<file path="src/rtl/ifetch_queue_unit_if.sv">
// ifetch_queue_unit_if: thread manager, icache and execution-stage signals of the fetch unit.
interface ifetch_queue_unit_if #(
    parameter int ISSUE_W = 2,
    parameter int OPC_W   = 32,
    parameter int QDEPTH  = 8,
    parameter int ADDR_W  = 16
);
    typedef struct packed {
        logic                     vld;
        logic [1:0]               access_type;
        logic [ADDR_W-1:0]        addr;
        logic [ISSUE_W*OPC_W-1:0] data;
    } request_t;
    typedef struct packed {
        logic [7:0]        core_id;
        logic [ADDR_W-1:0] addr;
    } core_base_addr_t;
    request_t                    tm_req, tm_rsp, icache_req, icache_rsp;
    core_base_addr_t             CORE_BASE_ADDR;
    logic                        icache_busy, ex_vld, ex_ready, fetch_active;
    logic [OPC_W-1:0]            ex_opcode;
    logic [$clog2(QDEPTH+1)-1:0] q_level;
    modport master (
        input  tm_req, CORE_BASE_ADDR, icache_busy, icache_rsp, ex_ready,
        output tm_rsp, icache_req, ex_vld, ex_opcode, fetch_active, q_level
    );
    modport slave (
        output tm_req, CORE_BASE_ADDR, icache_busy, icache_rsp, ex_ready,
        input  tm_rsp, icache_req, ex_vld, ex_opcode, fetch_active, q_level
    );
endinterface

</file>
<file path="src/rtl/ifetch_queue_unit.sv">
// ifetch_queue_unit: single-thread line fetch with bounded outstanding icache requests,
// an opcode queue feeding the execution stage, and PIPE_HALT / forced-halt draining.
module ifetch_queue_unit #(
    parameter int               ISSUE_W         = 2,
    parameter int               OPC_W           = 32,
    parameter int               QDEPTH          = 8,
    parameter int               MAX_OUTSTANDING = 2,
    parameter int               PC_W            = 16,
    parameter logic [OPC_W-1:0] PIPE_HALT       = '1
) (
    input logic clk,
    input logic reset,
    ifetch_queue_unit_if.master bus
);
    localparam logic [1:0] NULL_ACCESS = 2'd0, THREAD_ACTIVATE = 2'd1, THREAD_HALT = 2'd2;
    localparam int LW  = $clog2(QDEPTH + 1);
    localparam int LW1 = LW + 1;
    localparam int AW  = $clog2(QDEPTH);
    localparam int OW  = $clog2(MAX_OUTSTANDING + 1);
    localparam int SW  = $clog2(ISSUE_W + 1);

    typedef enum logic [1:0] {IDLE, FETCH, DRAIN, HALT_RSP} state_t;
    state_t state, state_nxt;

    logic [OPC_W-1:0] mem [QDEPTH];
    logic [AW-1:0]    rptr, wptr;
    logic [LW-1:0]    count;
    logic [OW-1:0]    out, eff_out;
    logic [PC_W-1:0]  pc, eff_pc, req_addr;
    logic             req_vld, act, hlt, fetch, clear, issue, pop, rsp_dec, halt_hit;
    logic [SW-1:0]    hit_idx, push_n;
    logic [LW1-1:0]   lvl_nxt;
    logic             unused_bits;

    assign act     = bus.tm_req.vld && bus.tm_req.access_type == THREAD_ACTIVATE;
    assign hlt     = bus.tm_req.vld && bus.tm_req.access_type == THREAD_HALT;
    assign fetch   = state == FETCH;
    assign clear   = fetch && hlt;
    assign eff_out = state == IDLE ? '0 : out;
    assign eff_pc  = state == IDLE ? '0 : pc;
    // Activation issues in the same cycle so the first request appears one cycle later.
    assign issue   = (fetch || (state == IDLE && act)) && !bus.icache_busy
                     && int'(eff_out) < MAX_OUTSTANDING
                     && QDEPTH - int'(count) >= ISSUE_W * (int'(eff_out) + 1);
    assign pop     = bus.ex_vld && bus.ex_ready;
    assign rsp_dec = bus.icache_rsp.vld && out != '0 && state != IDLE;

    always_comb begin
        hit_idx = SW'(ISSUE_W);
        for (int i = ISSUE_W - 1; i >= 0; i--)
            if (bus.icache_rsp.data[i*OPC_W +: OPC_W] == PIPE_HALT) hit_idx = SW'(i);
    end

    assign halt_hit = bus.icache_rsp.vld && hit_idx != SW'(ISSUE_W);
    assign push_n   = (fetch && bus.icache_rsp.vld && !hlt) ? hit_idx : '0;
    assign lvl_nxt  = clear ? '0 : LW1'(count) + LW1'(push_n) - LW1'(pop);

    always_ff @(posedge clk or negedge reset)
        if (!reset) state <= IDLE;
        else state <= state_nxt;

    always_comb begin
        state_nxt = state;
        case (state)
            IDLE:    if (act) state_nxt = FETCH;
            FETCH:   if (hlt || halt_hit) state_nxt = DRAIN;
            DRAIN:   if (out == '0 && count == '0) state_nxt = HALT_RSP;
            default: state_nxt = IDLE;
        endcase
    end

    always_comb begin
        bus.tm_rsp             = '0;
        bus.tm_rsp.vld         = state == HALT_RSP;
        bus.tm_rsp.access_type = state == HALT_RSP ? THREAD_HALT : NULL_ACCESS;
        bus.icache_req         = '0;
        bus.icache_req.vld     = req_vld;
        bus.icache_req.addr    = req_addr;
        bus.fetch_active       = state != IDLE;
    end

    always_ff @(posedge clk or negedge reset)
        if (!reset) begin
            pc       <= '0;
            out      <= '0;
            req_vld  <= 1'b0;
            req_addr <= '0;
            rptr     <= '0;
            wptr     <= '0;
            count    <= '0;
        end else begin
            pc       <= eff_pc + PC_W'(issue);
            out      <= eff_out + OW'(issue) - OW'(rsp_dec);
            req_vld  <= issue;
            req_addr <= issue ? bus.CORE_BASE_ADDR.addr + eff_pc : '0;
            rptr     <= clear ? '0 : AW'((int'(rptr) + int'(pop)) % QDEPTH);
            wptr     <= clear ? '0 : AW'((int'(wptr) + int'(push_n)) % QDEPTH);
            count    <= lvl_nxt[LW-1:0];
        end

    always_ff @(posedge clk)
        for (int i = 0; i < ISSUE_W; i++)
            if (SW'(i) < push_n) mem[AW'((int'(wptr) + i) % QDEPTH)] <= bus.icache_rsp.data[i*OPC_W +: OPC_W];

    assign bus.ex_vld    = count != '0;
    assign bus.ex_opcode = mem[rptr];
    assign bus.q_level   = count;

    assign unused_bits = ^{bus.tm_req.addr, bus.tm_req.data, bus.icache_rsp.access_type,
                           bus.icache_rsp.addr, bus.CORE_BASE_ADDR.core_id};

    assert property (@(posedge clk) disable iff (!reset) lvl_nxt <= LW1'(QDEPTH));
endmodule
</file>
<file path="src/flat_wrapper.sv">
// flat-port wrapper written by rule: the top's interface ports become plain ports
module ifetch_queue_unit_flat 
#(
    parameter int               ISSUE_W         = 2,
    parameter int               OPC_W           = 32,
    parameter int               QDEPTH          = 8,
    parameter int               MAX_OUTSTANDING = 2,
    parameter int               PC_W            = 16,
    parameter logic [OPC_W-1:0] PIPE_HALT       = '1
)
  (clk, reset, bus_tm_req, bus_CORE_BASE_ADDR, bus_icache_busy, bus_icache_rsp, bus_ex_ready, bus_tm_rsp, bus_icache_req, bus_ex_vld, bus_ex_opcode, bus_fetch_active, bus_q_level);
  ifetch_queue_unit_if #(.ISSUE_W(ISSUE_W), .OPC_W(OPC_W), .QDEPTH(QDEPTH)) bus_i ();
  input logic clk;
  input logic reset;
  input wire logic [$bits(bus_i.tm_req)-1:0] bus_tm_req;
  input wire logic [$bits(bus_i.CORE_BASE_ADDR)-1:0] bus_CORE_BASE_ADDR;
  input wire logic [$bits(bus_i.icache_busy)-1:0] bus_icache_busy;
  input wire logic [$bits(bus_i.icache_rsp)-1:0] bus_icache_rsp;
  input wire logic [$bits(bus_i.ex_ready)-1:0] bus_ex_ready;
  output wire logic [$bits(bus_i.tm_rsp)-1:0] bus_tm_rsp;
  output wire logic [$bits(bus_i.icache_req)-1:0] bus_icache_req;
  output wire logic [$bits(bus_i.ex_vld)-1:0] bus_ex_vld;
  output wire logic [$bits(bus_i.ex_opcode)-1:0] bus_ex_opcode;
  output wire logic [$bits(bus_i.fetch_active)-1:0] bus_fetch_active;
  output wire logic [$bits(bus_i.q_level)-1:0] bus_q_level;
  assign bus_i.tm_req = bus_tm_req;
  assign bus_i.CORE_BASE_ADDR = bus_CORE_BASE_ADDR;
  assign bus_i.icache_busy = bus_icache_busy;
  assign bus_i.icache_rsp = bus_icache_rsp;
  assign bus_i.ex_ready = bus_ex_ready;
  assign bus_tm_rsp = bus_i.tm_rsp;
  assign bus_icache_req = bus_i.icache_req;
  assign bus_ex_vld = bus_i.ex_vld;
  assign bus_ex_opcode = bus_i.ex_opcode;
  assign bus_fetch_active = bus_i.fetch_active;
  assign bus_q_level = bus_i.q_level;
  ifetch_queue_unit #(.ISSUE_W(ISSUE_W), .OPC_W(OPC_W), .QDEPTH(QDEPTH), .MAX_OUTSTANDING(MAX_OUTSTANDING), .PC_W(PC_W), .PIPE_HALT(PIPE_HALT)) u_core (.clk(clk), .reset(reset), .bus(bus_i));
endmodule
</file>
<file path="config.mk">
export PLATFORM = sky130hd
export DESIGN_NAME = ifetch_queue_unit_flat
export DESIGN_NICKNAME = d
export VERILOG_FILES = /design/src/rtl/ifetch_queue_unit_if.sv /design/src/rtl/ifetch_queue_unit.sv /design/src/flat_wrapper.sv
export SDC_FILE = /design/constraint.sdc
export NUM_CORES = 1
export LEC_CHECK = 0
export ABC_CLOCK_PERIOD_IN_PS = 10300
export CAP_MARGIN = 40
export CORE_MARGIN = 2
export CORE_UTILIZATION = 50
export CTS_CLUSTER_DIAMETER = 80
export DETAILED_ROUTE_END_ITERATION = 16
export PLACE_DENSITY = 0.8
export SETUP_SLACK_MARGIN = 0.05
export SLEW_MARGIN = 5
export SYNTH_ARGS = -nofsm -noshare
export SYNTH_HDL_FRONTEND = slang
export SYNTH_SLANG_ARGS = --single-unit
export TNS_END_PERCENT = 30
</file>
<file path="constraint.sdc">
create_clock -name clk -period 10.3 [get_ports clk]
set_clock_uncertainty 0.15 [all_clocks]
set_input_delay 1.545 -clock clk [delete_from_list [all_inputs] [get_ports clk]]
set_output_delay 1.545 -clock clk [all_outputs]
set_load 0.005 [all_outputs]
</file>
==> qor.yml <==
clocking:
  cts.root.buffer_cell: "sky130_fd_sc_hd__clkbuf_16"
  cts_inserted_buffers: 34
  cts-hold-fix-buffers: 0
  clk-insertion-delay-late_ps: 510
  clkSlewWorstSetupHoldPaths_ps: 60
  cts_max_level: 2
  clock_tree.buffer_depth: 3
  cts-resized-gates: 0
  postCtsSetupBuffers: 0
  numClockSinks: 303
  cts_tree: "built"
drt:
  via_per_inst: 5.550
  drtPass1Iterations: 5
  routed_wire_length_per_instance_um: 21.59
  drt-initial-drc-count: 753
  detailroute.via_count: 9896
  antenna_violating_nets_post_route: 0
  totalWireLength_um: 38490
  drc_errors: 0
setup_path:
  critical-path-top-delay-family: "simple AND/OR/NAND/NOR gates"
  path_class: "input port to flop"
  r2r_setup_slack_ps: 6250
  critPathSlowestCell: "sky130_fd_sc_hd__clkdlybuf4s50_1"
  cp_slowest_stage_delay_ps: 700
  worstPathBufferInverterCount: 3
  path_common_cell: "sky130_fd_sc_hd__buf_4"
  cp-start-kind: "input port"
  critPathCaptureType: "flop"
  worst-endpoint-arrival_ps: 5390
  cp_cell_instances: "clkdlybuf4s50_1, nand4_1, nor4_1, nand2_1, nand3_1, or3b_2, buf_4, o21ai_4, buf_4"
  timing.critical_path.required_ps: 10370
  timing.critical_path.fanout_max: 21
finish:
  post_route_cells_drive_above_1_share_pct: 28.26
  most-common-layout-cells: "sky130_fd_sc_hd__edfxtp_1, sky130_fd_sc_hd__mux2_2, sky130_fd_sc_hd__conb_1"
  post-route-util_pct: 57.45
  area_delta_synth_final_pct: 13.97
  nets_final: 1537
  fillers: 2618
  final_common_cell: "sky130_fd_sc_hd__edfxtp_1"
synth:
  ys_async_sr_fraction_pct: 15.51
  synth_xor_area_share_pct: 1.723
  synth_seq_cells: 303
  post_synth.cell_area_avg_um2: 14.87
  synth_top_family_by_area: "multiplexers"
  post_synth_inst_count: 1162
  simple_gate_share_of_the_synthesized_area_pct: 4.568
  ys_warn_count: 0
  ys.flop_type: "sky130_fd_sc_hd__edfxtp_1"
  synth.cell_area_um2: 17280
  synth_adder_area_share_pct: 3.026
  synth_compound_gate_area_share_pct: 2.367
  synth-edff-count: 256
  sequential_cell_area_fraction_in_the_yosys_report_pct: 51.28
  synth.distinct_cells: 56
  synthMuxAreaShare_pct: 27.91
floorplanning:
  floorplan.die_area_um2: 36070
  std_cell_core_area_um2: 34290
  placement_rows: 68
  num_io_pins: 398
  initial_utilization_pct: 50.41
  die-width_um: 189.9
  chipHeight_um: 189.9
timing:
  worst_slew_margin_rel_pct: 45.65
  final_clock_period_utilization_by_the_worst_path_pct: 51.64
  final.setup.tns_ps: 0
  fin_worst_hold_slack_ps: 400.3
  setup_violations: 0
  rsz_0062_raised_after_global_routing: "no"
  timing_worst_slew_pin_value_ps: 808.5
  postLayoutSetupSlackWorst_ps: 4981
  timing.final.hold_violations: 0
  max_clock_freq_ghz: 0.1880
  final.min_clock_period_ps: 5319
  finalMaxSlewViolations: 0
global_routing:
  vias_in_the_first_global_route: 10184
  globalRouteOverflowTotal: 0
  antenna_violations_before_repair: 2
  track_usage_pct: 21.18
  grt_start_max_net_pins: 48
  first_pass_grt_wire_length_um: 58480
place:
  detailedPlacementHpwl_um: 23890
  portBuffers: 144
  placement.setup.worst_slack_ps: 4477
  routabilityCongestion: 0.8653
hold_path:
  worst_hold_path_type: "flop to flop"
status:
  status: "complete, no violations"
power_and_ir_drop:
  power_mw: 4.054
  power_leakage_nw: 7.393
  vdd_ir_drop_max_v: 0.0001572
  pwr_cell_area_nw_per_um2: 205.8
flow_run:
  max_cap_viols: 0
## synthesized netlist by cell type, types with 4 or more instances
cell                       number  area [um^2]
sky130_fd_sc_hd__ha_1          37        462.9
sky130_fd_sc_hd__nor2_1        26        97.59
sky130_fd_sc_hd__clkbuf_1      19        71.32
sky130_fd_sc_hd__and3_1         6        37.54
sky130_fd_sc_hd__o31ai_1        4        30.03
sky130_fd_sc_hd__edfxtp_1     256         7687
sky130_fd_sc_hd__mux2_2       193         2173
sky130_fd_sc_hd__a21oi_1       14        70.07
sky130_fd_sc_hd__dfrtp_1       47         1176
sky130_fd_sc_hd__o21ai_0       16        80.08
sky130_fd_sc_hd__mux2_1        67        754.5
sky130_fd_sc_hd__nand4_1       19        118.9
sky130_fd_sc_hd__nand2_1       26        97.59
sky130_fd_sc_hd__nor2b_1       16        100.1
sky130_fd_sc_hd__buf_6         12        135.1
sky130_fd_sc_hd__inv_1         19        71.32
sky130_fd_sc_hd__a21o_1         7        52.55
sky130_fd_sc_hd__mux2_4        29        435.4
sky130_fd_sc_hd__buf_2         15        75.07
sky130_fd_sc_hd__buf_4        152         1141
sky130_fd_sc_hd__mux4_2        64         1441
sky130_fd_sc_hd__nor3_1         6        30.03
sky130_fd_sc_hd__buf_8          4        60.06
sky130_fd_sc_hd__buf_1          5        18.77
sky130_fd_sc_hd__xor2_1        19        166.4
sky130_fd_sc_hd__and2_1        10        62.56
sky130_fd_sc_hd__nand2b_1       4        25.02
sky130_fd_sc_hd__xnor2_1       15        131.4
sky130_fd_sc_hd__nand3_1        9        45.04
## sequential cells by signal (all words and copies together), names as in the netlist
signal              count
u_core.req_addr        16
u_core.pc              16
u_core.mem            256
u_core.out              2
u_core.rptr             3
u_core.state            2
u_core.req_vld          1
u_core.wptr             3
u_core.bus.q_level      4
## path summary, 6_finish.rpt
kind	startpoint	to	depth (start not counted)
worst min register to register	u_core.pc[9]	u_core.pc[10]	2
max in group asynchronous	reset	u_core.rptr[0]	2
min in group asynchronous	reset	u_core.req_addr[15]	2
worst min-delay path	u_core.pc[9]	u_core.pc[10]	2
worst max-delay path	bus_icache_rsp[46]	u_core.mem[6][24]	9
worst max register to register	u_core.state[0]	u_core.pc[15]	17
## power breakdown
group | leakage [nW] | internal, mW | switching [mW]
Sequential | 2.94 | 1.46 | 0.0853
Clock | 0.507 | 0.658 | 0.483
Combinational | 3.95 | 0.762 | 0.605
Total | 7.39 | 2.88 | 1.17
## logic make-up (layout without fill, tap and decap cells)
group,after synthesis,after routing
AND/OR/NAND/NOR,141,141
XOR/XNOR,34,34
other,1,148
multiplexers,355,355
flip-flops,303,303
AO/OA/AOI/OAI,62,62
buffers and inverters,226,245
adder cells (fa/ha/maj),40,40
## tightest hold or removal path, delay by kind of cell, from the launching register on
kind,cells,cell delay (ps)
xor gates and xnor gates,1,60
DFF,1,380
and+or+nand+nor,1,80
## final cells by class
type / count / area (um^2) / area share (%)
antenna: 1 / 2.502 / 0.01270
clock buffer: 39 / 869.6 / 4.414
clock inverter: 21 / 165.2 / 0.8384
inverter: 19 / 71.32 / 0.3620
multi-input combinational: 779 / 7491 / 38.03
sequential: 303 / 8869 / 45.02
tap: 455 / 569.3 / 2.890
timing repair buffer: 166 / 1662 / 8.435
## per-stage QoR
stage	area (um^2)	instances
6_report	19700	1783
3_3_place_gp	18560	1716
5_1_grt	19700	1782
4_1_cts	19680	1781
3_5_place_dp	18650	1721
2_1_floorplan	17830	1308
## layer usage
| metal | wire (um) | vias to the layer above | track usage (%) |
|---|---|---|---|
| met5 | 16 | - | 0 |
| met4 | 953 | 2 | 6.649 |
| met3 | 3046 | 79 | 4.206 |
| met2 | 19290 | 429 | 35.93 |
| met1 | 15190 | 4972 | 27.51 |
| li1 | - | 4414 | - |
(Power assumes the default switching activity.)
